## config.mk

```make
export PLATFORM = sky130hd
export DESIGN_NAME = multicycle_controller
export DESIGN_NICKNAME = d
export VERILOG_FILES = /design/src/rtl/mc_ctrl_pkg.sv /design/src/rtl/multicycle_controller_alu_decoder.sv /design/src/rtl/multicycle_controller.sv
export SDC_FILE = /design/constraint.sdc
export NUM_CORES = 1
export LEC_CHECK = 0
export ABC_AREA = 1
export ABC_CLOCK_PERIOD_IN_PS = 1400
export CAP_MARGIN = 20
export CORE_AREA = 10 10 55 57
export DETAILED_ROUTE_END_ITERATION = 10
export DIE_AREA = 0 0 65 67
export PLACE_DENSITY = 0.72
export SLEW_MARGIN = 20
export SYNTH_ARGS = -nofsm -noshare
export SYNTH_HDL_FRONTEND = slang
export SYNTH_HIERARCHICAL = 1
export SYNTH_SLANG_ARGS = --single-unit
```

## constraint.sdc

```tcl
create_clock -name clk -period 1.4 [get_ports clk]
set_input_delay 0.21 -clock clk [delete_from_list [all_inputs] [get_ports clk]]
set_output_delay 0.21 -clock clk [all_outputs]
set_load 0.005 [all_outputs]
```

## src/rtl/mc_ctrl_pkg.sv

```systemverilog
// Shared encodings for the multicycle MIPS control unit.
//   state_t  : 4-bit FSM state; codes 13..15 are unused and recover to FETCH
//   OP_*     : instr[31:26] opcodes recognised by the decoder
//   FUNCT_*  : instr[5:0] R-type function codes
//   ALUOP_*  : 2-bit operation class from the FSM to the ALU decoder
//   ALUCTL_* : 3-bit ALU control codes driven to the datapath ALU
package mc_ctrl_pkg;

  typedef enum logic [3:0] {
    S_FETCH   = 4'd0,
    S_DECODE  = 4'd1,
    S_MEMADR  = 4'd2,
    S_MEMRD   = 4'd3,
    S_MEMWB   = 4'd4,
    S_MEMWR   = 4'd5,
    S_RTYPEEX = 4'd6,
    S_RTYPEWB = 4'd7,
    S_BEQEX   = 4'd8,
    S_ADDIEX  = 4'd9,
    S_ORIEX   = 4'd10,
    S_IMMWB   = 4'd11,
    S_JEX     = 4'd12
  } state_t;

  localparam logic [5:0] OP_RTYPE = 6'b000000;
  localparam logic [5:0] OP_LW    = 6'b100011;
  localparam logic [5:0] OP_SW    = 6'b101011;
  localparam logic [5:0] OP_BEQ   = 6'b000100;
  localparam logic [5:0] OP_ADDI  = 6'b001000;
  localparam logic [5:0] OP_ORI   = 6'b001101;
  localparam logic [5:0] OP_J     = 6'b000010;

  localparam logic [5:0] FUNCT_ADD = 6'b100000;
  localparam logic [5:0] FUNCT_SUB = 6'b100010;
  localparam logic [5:0] FUNCT_AND = 6'b100100;
  localparam logic [5:0] FUNCT_OR  = 6'b100101;
  localparam logic [5:0] FUNCT_SLT = 6'b101010;

  localparam logic [1:0] ALUOP_ADD   = 2'b00;
  localparam logic [1:0] ALUOP_SUB   = 2'b01;
  localparam logic [1:0] ALUOP_FUNCT = 2'b10;
  localparam logic [1:0] ALUOP_OR    = 2'b11;

  localparam logic [2:0] ALUCTL_AND = 3'b000;
  localparam logic [2:0] ALUCTL_OR  = 3'b001;
  localparam logic [2:0] ALUCTL_ADD = 3'b010;
  localparam logic [2:0] ALUCTL_SUB = 3'b110;
  localparam logic [2:0] ALUCTL_SLT = 3'b111;

endpackage

```

## src/rtl/multicycle_controller_alu_decoder.sv

```systemverilog
// Combinational ALU decoder: maps the FSM's operation class plus the
// R-type funct field onto the 3-bit ALU control.
//   aluop_i      : operation class (add / sub / from funct / or)
//   funct_i      : instr[5:0]
//   alucontrol_o : ALU control to the datapath
module alu_decoder
  import mc_ctrl_pkg::*;
(
  input  logic [1:0] aluop_i,
  input  logic [5:0] funct_i,
  output logic [2:0] alucontrol_o
);

  always_comb begin
    alucontrol_o = ALUCTL_ADD;
    case (aluop_i)
      ALUOP_ADD: alucontrol_o = ALUCTL_ADD;
      ALUOP_SUB: alucontrol_o = ALUCTL_SUB;
      ALUOP_OR:  alucontrol_o = ALUCTL_OR;
      default: begin
        // Unknown funct falls back to add; the R-type writeback still happens.
        case (funct_i)
          FUNCT_ADD: alucontrol_o = ALUCTL_ADD;
          FUNCT_SUB: alucontrol_o = ALUCTL_SUB;
          FUNCT_AND: alucontrol_o = ALUCTL_AND;
          FUNCT_OR:  alucontrol_o = ALUCTL_OR;
          FUNCT_SLT: alucontrol_o = ALUCTL_SLT;
          default:   alucontrol_o = ALUCTL_ADD;
        endcase
      end
    endcase
  end

endmodule

```

## src/rtl/multicycle_controller.sv

```systemverilog
// Moore-FSM control unit for a multicycle MIPS datapath (shared ALU,
// unified memory, regfile). One state per cycle; only the state is stored.
//   clk, reset          : rising-edge clock, synchronous active-high reset
//   op, funct, zero     : IR fields and ALU zero flag from the datapath
//   pcen                : PC enable = pcwrite | (branch & zero)
//   iord, memwrite      : memory address select / write enable
//   irwrite             : IR load enable
//   regdst, memtoreg,
//   regwrite            : regfile write-port controls
//   alusrca, alusrcb,
//   extop, pcsrc        : datapath mux selects
//   alucontrol          : 3-bit ALU operation
//   state_o             : current state for debug
module multicycle_controller
  import mc_ctrl_pkg::*;
(
  input  logic       clk,
  input  logic       reset,
  input  logic [5:0] op,
  input  logic [5:0] funct,
  input  logic       zero,
  output logic       pcen,
  output logic       iord,
  output logic       memwrite,
  output logic       irwrite,
  output logic       regdst,
  output logic       memtoreg,
  output logic       regwrite,
  output logic       alusrca,
  output logic [1:0] alusrcb,
  output logic       extop,
  output logic [1:0] pcsrc,
  output logic [2:0] alucontrol,
  output logic [3:0] state_o
);

  state_t     state_q, state_d;
  logic [1:0] aluop;
  logic [2:0] aluctl;
  logic       pcwrite, branch;

  always_ff @(posedge clk) begin
    if (reset) state_q <= S_FETCH;
    else        state_q <= state_d;
  end

  always_comb begin
    state_d = S_FETCH;
    case (state_q)
      S_FETCH: state_d = S_DECODE;
      S_DECODE: begin
        case (op)
          OP_LW, OP_SW: state_d = S_MEMADR;
          OP_RTYPE:     state_d = S_RTYPEEX;
          OP_BEQ:       state_d = S_BEQEX;
          OP_ADDI:      state_d = S_ADDIEX;
          OP_ORI:       state_d = S_ORIEX;
          OP_J:         state_d = S_JEX;
          default:      state_d = S_FETCH;
        endcase
      end
      S_MEMADR:  state_d = (op == OP_LW) ? S_MEMRD : S_MEMWR;
      S_MEMRD:   state_d = S_MEMWB;
      S_RTYPEEX: state_d = S_RTYPEWB;
      S_ADDIEX:  state_d = S_IMMWB;
      S_ORIEX:   state_d = S_IMMWB;
      default:   state_d = S_FETCH;  // writeback/terminal and unused codes
    endcase
  end

  always_comb begin
    iord     = 1'b0;
    memwrite = 1'b0;
    irwrite  = 1'b0;
    regdst   = 1'b0;
    memtoreg = 1'b0;
    regwrite = 1'b0;
    alusrca  = 1'b0;
    alusrcb  = 2'b00;
    extop    = 1'b0;
    pcsrc    = 2'b00;
    pcwrite  = 1'b0;
    branch   = 1'b0;
    aluop    = ALUOP_ADD;
    case (state_q)
      S_FETCH: begin
        irwrite = 1'b1;
        alusrcb = 2'b01;
        pcwrite = 1'b1;
      end
      S_DECODE: alusrcb = 2'b11;  // branch target parked in ALUOut
      S_MEMADR: begin
        alusrca = 1'b1;
        alusrcb = 2'b10;
      end
      S_MEMRD: iord = 1'b1;
      S_MEMWB: begin
        memtoreg = 1'b1;
        regwrite = 1'b1;
      end
      S_MEMWR: begin
        iord     = 1'b1;
        memwrite = 1'b1;
      end
      S_RTYPEEX: begin
        alusrca = 1'b1;
        aluop   = ALUOP_FUNCT;
      end
      S_RTYPEWB: begin
        regdst   = 1'b1;
        regwrite = 1'b1;
      end
      S_BEQEX: begin
        alusrca = 1'b1;
        aluop   = ALUOP_SUB;
        pcsrc   = 2'b01;
        branch  = 1'b1;
      end
      S_ADDIEX: begin
        alusrca = 1'b1;
        alusrcb = 2'b10;
      end
      S_ORIEX: begin
        alusrca = 1'b1;
        alusrcb = 2'b10;
        extop   = 1'b1;
        aluop   = ALUOP_OR;
      end
      S_IMMWB: regwrite = 1'b1;
      S_JEX: begin
        pcsrc   = 2'b10;
        pcwrite = 1'b1;
      end
      default: ;
    endcase
    pcen = pcwrite | (branch & zero);
    // Reset is synchronous, so the old state is still live during the reset
    // cycle; gate everything so an abandoned instruction cannot write.
    if (reset) begin
      iord = 1'b0; memwrite = 1'b0; irwrite = 1'b0; regdst = 1'b0;
      memtoreg = 1'b0; regwrite = 1'b0; alusrca = 1'b0; alusrcb = 2'b00;
      extop = 1'b0; pcsrc = 2'b00; pcen = 1'b0;
    end
  end

  alu_decoder u_alu_dec (
    .aluop_i      (aluop),
    .funct_i      (funct),
    .alucontrol_o (aluctl)
  );

  assign alucontrol = reset ? 3'b000 : aluctl;
  assign state_o    = state_q;

endmodule
```

==> results summary <==
The slew at the pin closest to its max-slew limit came out at 298 ps. Along the worst path, the maximum fanout reaches 3. The worst setup path is of the reg2out kind. The residual overflow from global routing came out at 0. The most common cell in the synthesized netlist is sky130_fd_sc_hd__nand2_1. The fill cell total of the finished layout came out at 172. The top cell type's share of synthesized area came out at 14.9%.

The relative slew slack is 80.2%. The data arrival at the endpoint of the critical path is 1430 ps. The TritonCTS buffer count is 3.

The shortest clock period the worst path allows after layout is 1640 ps. The number of maximum-capacitance violations came out at 0. The cell depth of the worst flop-to-flop path came out at 9.

The synthesized area per cell came out at 5.02 um2. The worst hold path was traced through 3 stages. The setup TNS is -1470 ps. The most instantiated flip-flop cell in the synthesis netlist is sky130_fd_sc_hd__dfxtp_1. The insertion delay to the later sink of the worst-skew pair came out at 230 ps. The required time reported for the critical path endpoint is 1190 ps. The synthesis-to-finish area growth came out at 107%. The number of buffers inserted for hold repair after clock tree synthesis came out at 0. The synthesized-area fraction occupied by xor and xnor cells is 0%.

The checks that failed: setup timing. CTS saw 4 sinks. The final design utilization came out at 69.7%. Setup repair after global routing could not meet its margin everywhere. The routed layout has 1044 vias.

Summing every instance area after synthesis gives 653 um2. The wire length after detailed routing came out at 2990 um. The combined buffer and inverter count along the critical path came out at 4. The number of iterations in the first detailed-routing pass came out at 4. The cell type of the slowest stage on the worst timing path is sky130_fd_sc_hd__dfxtp_4. The average wire per standard cell is 13.5 um. The delay of the slowest cell on the worst path is 380 ps.

The maximum level of the CTS H-tree is 1. The I/O pin count is 35. The cell area after layout is 1350 um2. By count the netlist is led by sky130_fd_sc_hd__nand2_1 (26), sky130_fd_sc_hd__nor2_1 (25), sky130_fd_sc_hd__inv_1 (22).

After the last flow step, the layout net total stands at 211. The floorplan die height is 67 um. The number of max-slew violations in the final report came out at 0. The startpoint type of the worst setup path is a register.

TritonCTS built the clock tree. The number of synthesized register bits came out at 4. The endpoint kind of the worst setup timing path is a primary output. The row count is 16. The final hold violation count is 0.

Detailed placement ended at an HPWL of 2010 um. The die outline area is 4360 um2. The floorplan step set the die width to 65 um.

The synthesized design contains 0 enable-type register cells. The count of nets left with antenna violations once routing finished came out at 0. The dominant combinational cell family by area after synthesis is simple AND/OR/NAND/NOR gates. After technology mapping, the gate count stands at 130. The global-route wire length before repair came out at 4110 um. The starting density of the core came out at 33.6%. The number of antenna violations at the first check in global routing is 0. Summing all flip-flop and latch instances after layout gives 90.1 um2. In this run the tool buffered the top-level ports with 34 buffer cells. In the synthesized netlist, mux cells make up 0% of the area.

After synthesis, flip-flops and latches occupy 12.3% of the total area. The maximum count of clock buffers along a single path came out at 2. The largest net degree at the start of global routing came out at 7.

The total power after layout is 0.490 mW. The final critical-path share of the clock period is 117%. The number of antenna diodes is 0. The fraction of layout cells with a size suffix above 1 is 52.1%. In the post-route analysis, the smallest setup slack over all paths is -240 ps. The area of the core came out at 1940 um2.

The arithmetic-cell share of the synthesized area counting full adders, half adders and majority gates is 0%. The final hold slack came out at 652 ps. In this design, the largest share of critical-path delay is due to simple AND/OR/NAND/NOR gates. The upper clock frequency limit is 610 MHz. The total nets after synthesis came out at 145. The area fraction in compound gates after synthesis came out at 10.9%. Clock-pin slew was measured on the worst setup and hold paths at 40 ps. The share of flip-flops with an asynchronous set or reset came out at 0%. The class of the tightest hold or removal check is in2reg.

Walking the worst path, the cells encountered are inv_4 -> nor2_4 -> nand2_2 -> nand2_2 -> inv_2 -> nor2_4 -> nand3_2 -> nand2_1 -> inv_1 -> nor2_1 -> buf_2. The number of flip-flops under the largest register name came out at 4. Sorting the synthesized cells by area gives the leading types as sky130_fd_sc_hd__nand2_1 (15%), sky130_fd_sc_hd__nor2_1 (14%), sky130_fd_sc_hd__inv_1 (13%), sky130_fd_sc_hd__dfxtp_1 (12%), sky130_fd_sc_hd__nand3_1 (9.2%). The via count of the first global-routing pass was 956. Setup violations remaining at the end of the flow were counted as 12. For the final database, setup skew stands at 4.93 ps. The leakage power of the design is 0.706 nW. The synthesis warning total came out at 6. After detailed routing, the number of remaining DRC violations is 0. The critical path runs through a total of 11 cells. After detailed placement, the total cell area comes to 1200 um2. Dividing the detail-routed via count by the number of cells gives 4.72. The simple-gate area share of the yosys netlist came out at 58.2%. The power per cell area is 362 nW/um2. The starting DRC count in detailed routing is 26. At the end of routability-driven placement, the weighted congestion stood at 0.877. The flow ran to the end, but the final reports show violations.

The area of the multi-input gates is 606 um2. The biggest area contributor in the post-synthesis netlist is sky130_fd_sc_hd__nand2_1. The cell chosen for the clock root is sky130_fd_sc_hd__clkbuf_4. The count of unique library cells instantiated by Yosys came out at 19. Across the VDD grid, the largest voltage drop is 0.648 mV. The overall track demand over capacity in global routing came out at 11.4%.
[layer usage]
layer | global-route usage [%] | up-vias | wire (um)
li1 | - | 530 | -
met1 | 11.7 | 476 | 1120
met2 | 22.4 | 30 | 1660
met3 | 2.68 | 8 | 100
met4 | 2.67 | 0 | 105
met5 | 0 | - | 0
[placed cells by master (no fill, tap or decap), drive strengths merged, types with 2 or more instances in the layout]
cell type / count
buf: 44
nor2: 33
nand2: 30
inv: 30
clkdlybuf4s50: 13
nand3: 12
a21oi: 6
dlygate4sd2: 5
nor3: 5
clkbuf: 4
dfxtp: 4
o21ai: 3
nor4: 2
[kinds of logic (layout without fill, tap and decap cells)]
| kind of cell | count (synthesis) | count (layout) |
|---|---|---|
| buffers and inverters | 32 | 96 |
| AOI/OAI and AO/OA | 11 | 11 |
| and+or+nand+nor | 83 | 83 |
| DFF | 4 | 4 |
[through the flow]
step | worst slack, ps | instances
after floorplan | 1.81 | 130
after global placement | -526 | 213
after detailed placement | -561 | 213
after CTS | -228 | 218
after global routing | -387 | 221
final | -240 | 221
[worst reg2reg max path, stage by stage (launching register included)]
cell and delay, ps:
sky130_fd_sc_hd__dfxtp_4 360, sky130_fd_sc_hd__inv_4 60, sky130_fd_sc_hd__buf_4 120, sky130_fd_sc_hd__nand2_4 70, sky130_fd_sc_hd__buf_4 150, sky130_fd_sc_hd__nor2_1 120
sky130_fd_sc_hd__inv_1 50, sky130_fd_sc_hd__nor2_1 190, sky130_fd_sc_hd__nor2_4 50, sky130_fd_sc_hd__a21oi_2 120
[timing repair]
item                                    CTS  global route
resized for setup                        84            31
buffers inserted                          2             3
endpoints found under the setup margin   20            16
pin swaps                                 9            13
[report_power, final]
group | internal (mW) | total, mW | switching (mW)
combinational | 0.121 | 0.236 | 0.114
sequential | 0.116 | 0.120 | 0.00383
clock | 0.0953 | 0.135 | 0.0394
[worst paths after layout]
check	startpoint	slack [ps]	end
max reg2reg	state_o[3]$_SDFF_PP0_	40	state_o[1]$_SDFF_PP0_
max	state_o[3]$_SDFF_PP0_	-240	alucontrol[2]
min reg2reg	state_o[0]$_SDFF_PP0_	650	state_o[0]$_SDFF_PP0_
min	reset	650	state_o[0]$_SDFF_PP0_
[layout make-up]
type	count	area share [%]
repair buffers	63	35.7
well taps	27	2.50
multi-input cells	94	44.8
flip-flops and latches	4	6.66
inverters	30	8.70
clock buffers	3	1.67
Power figures use the tool's default switching activity.
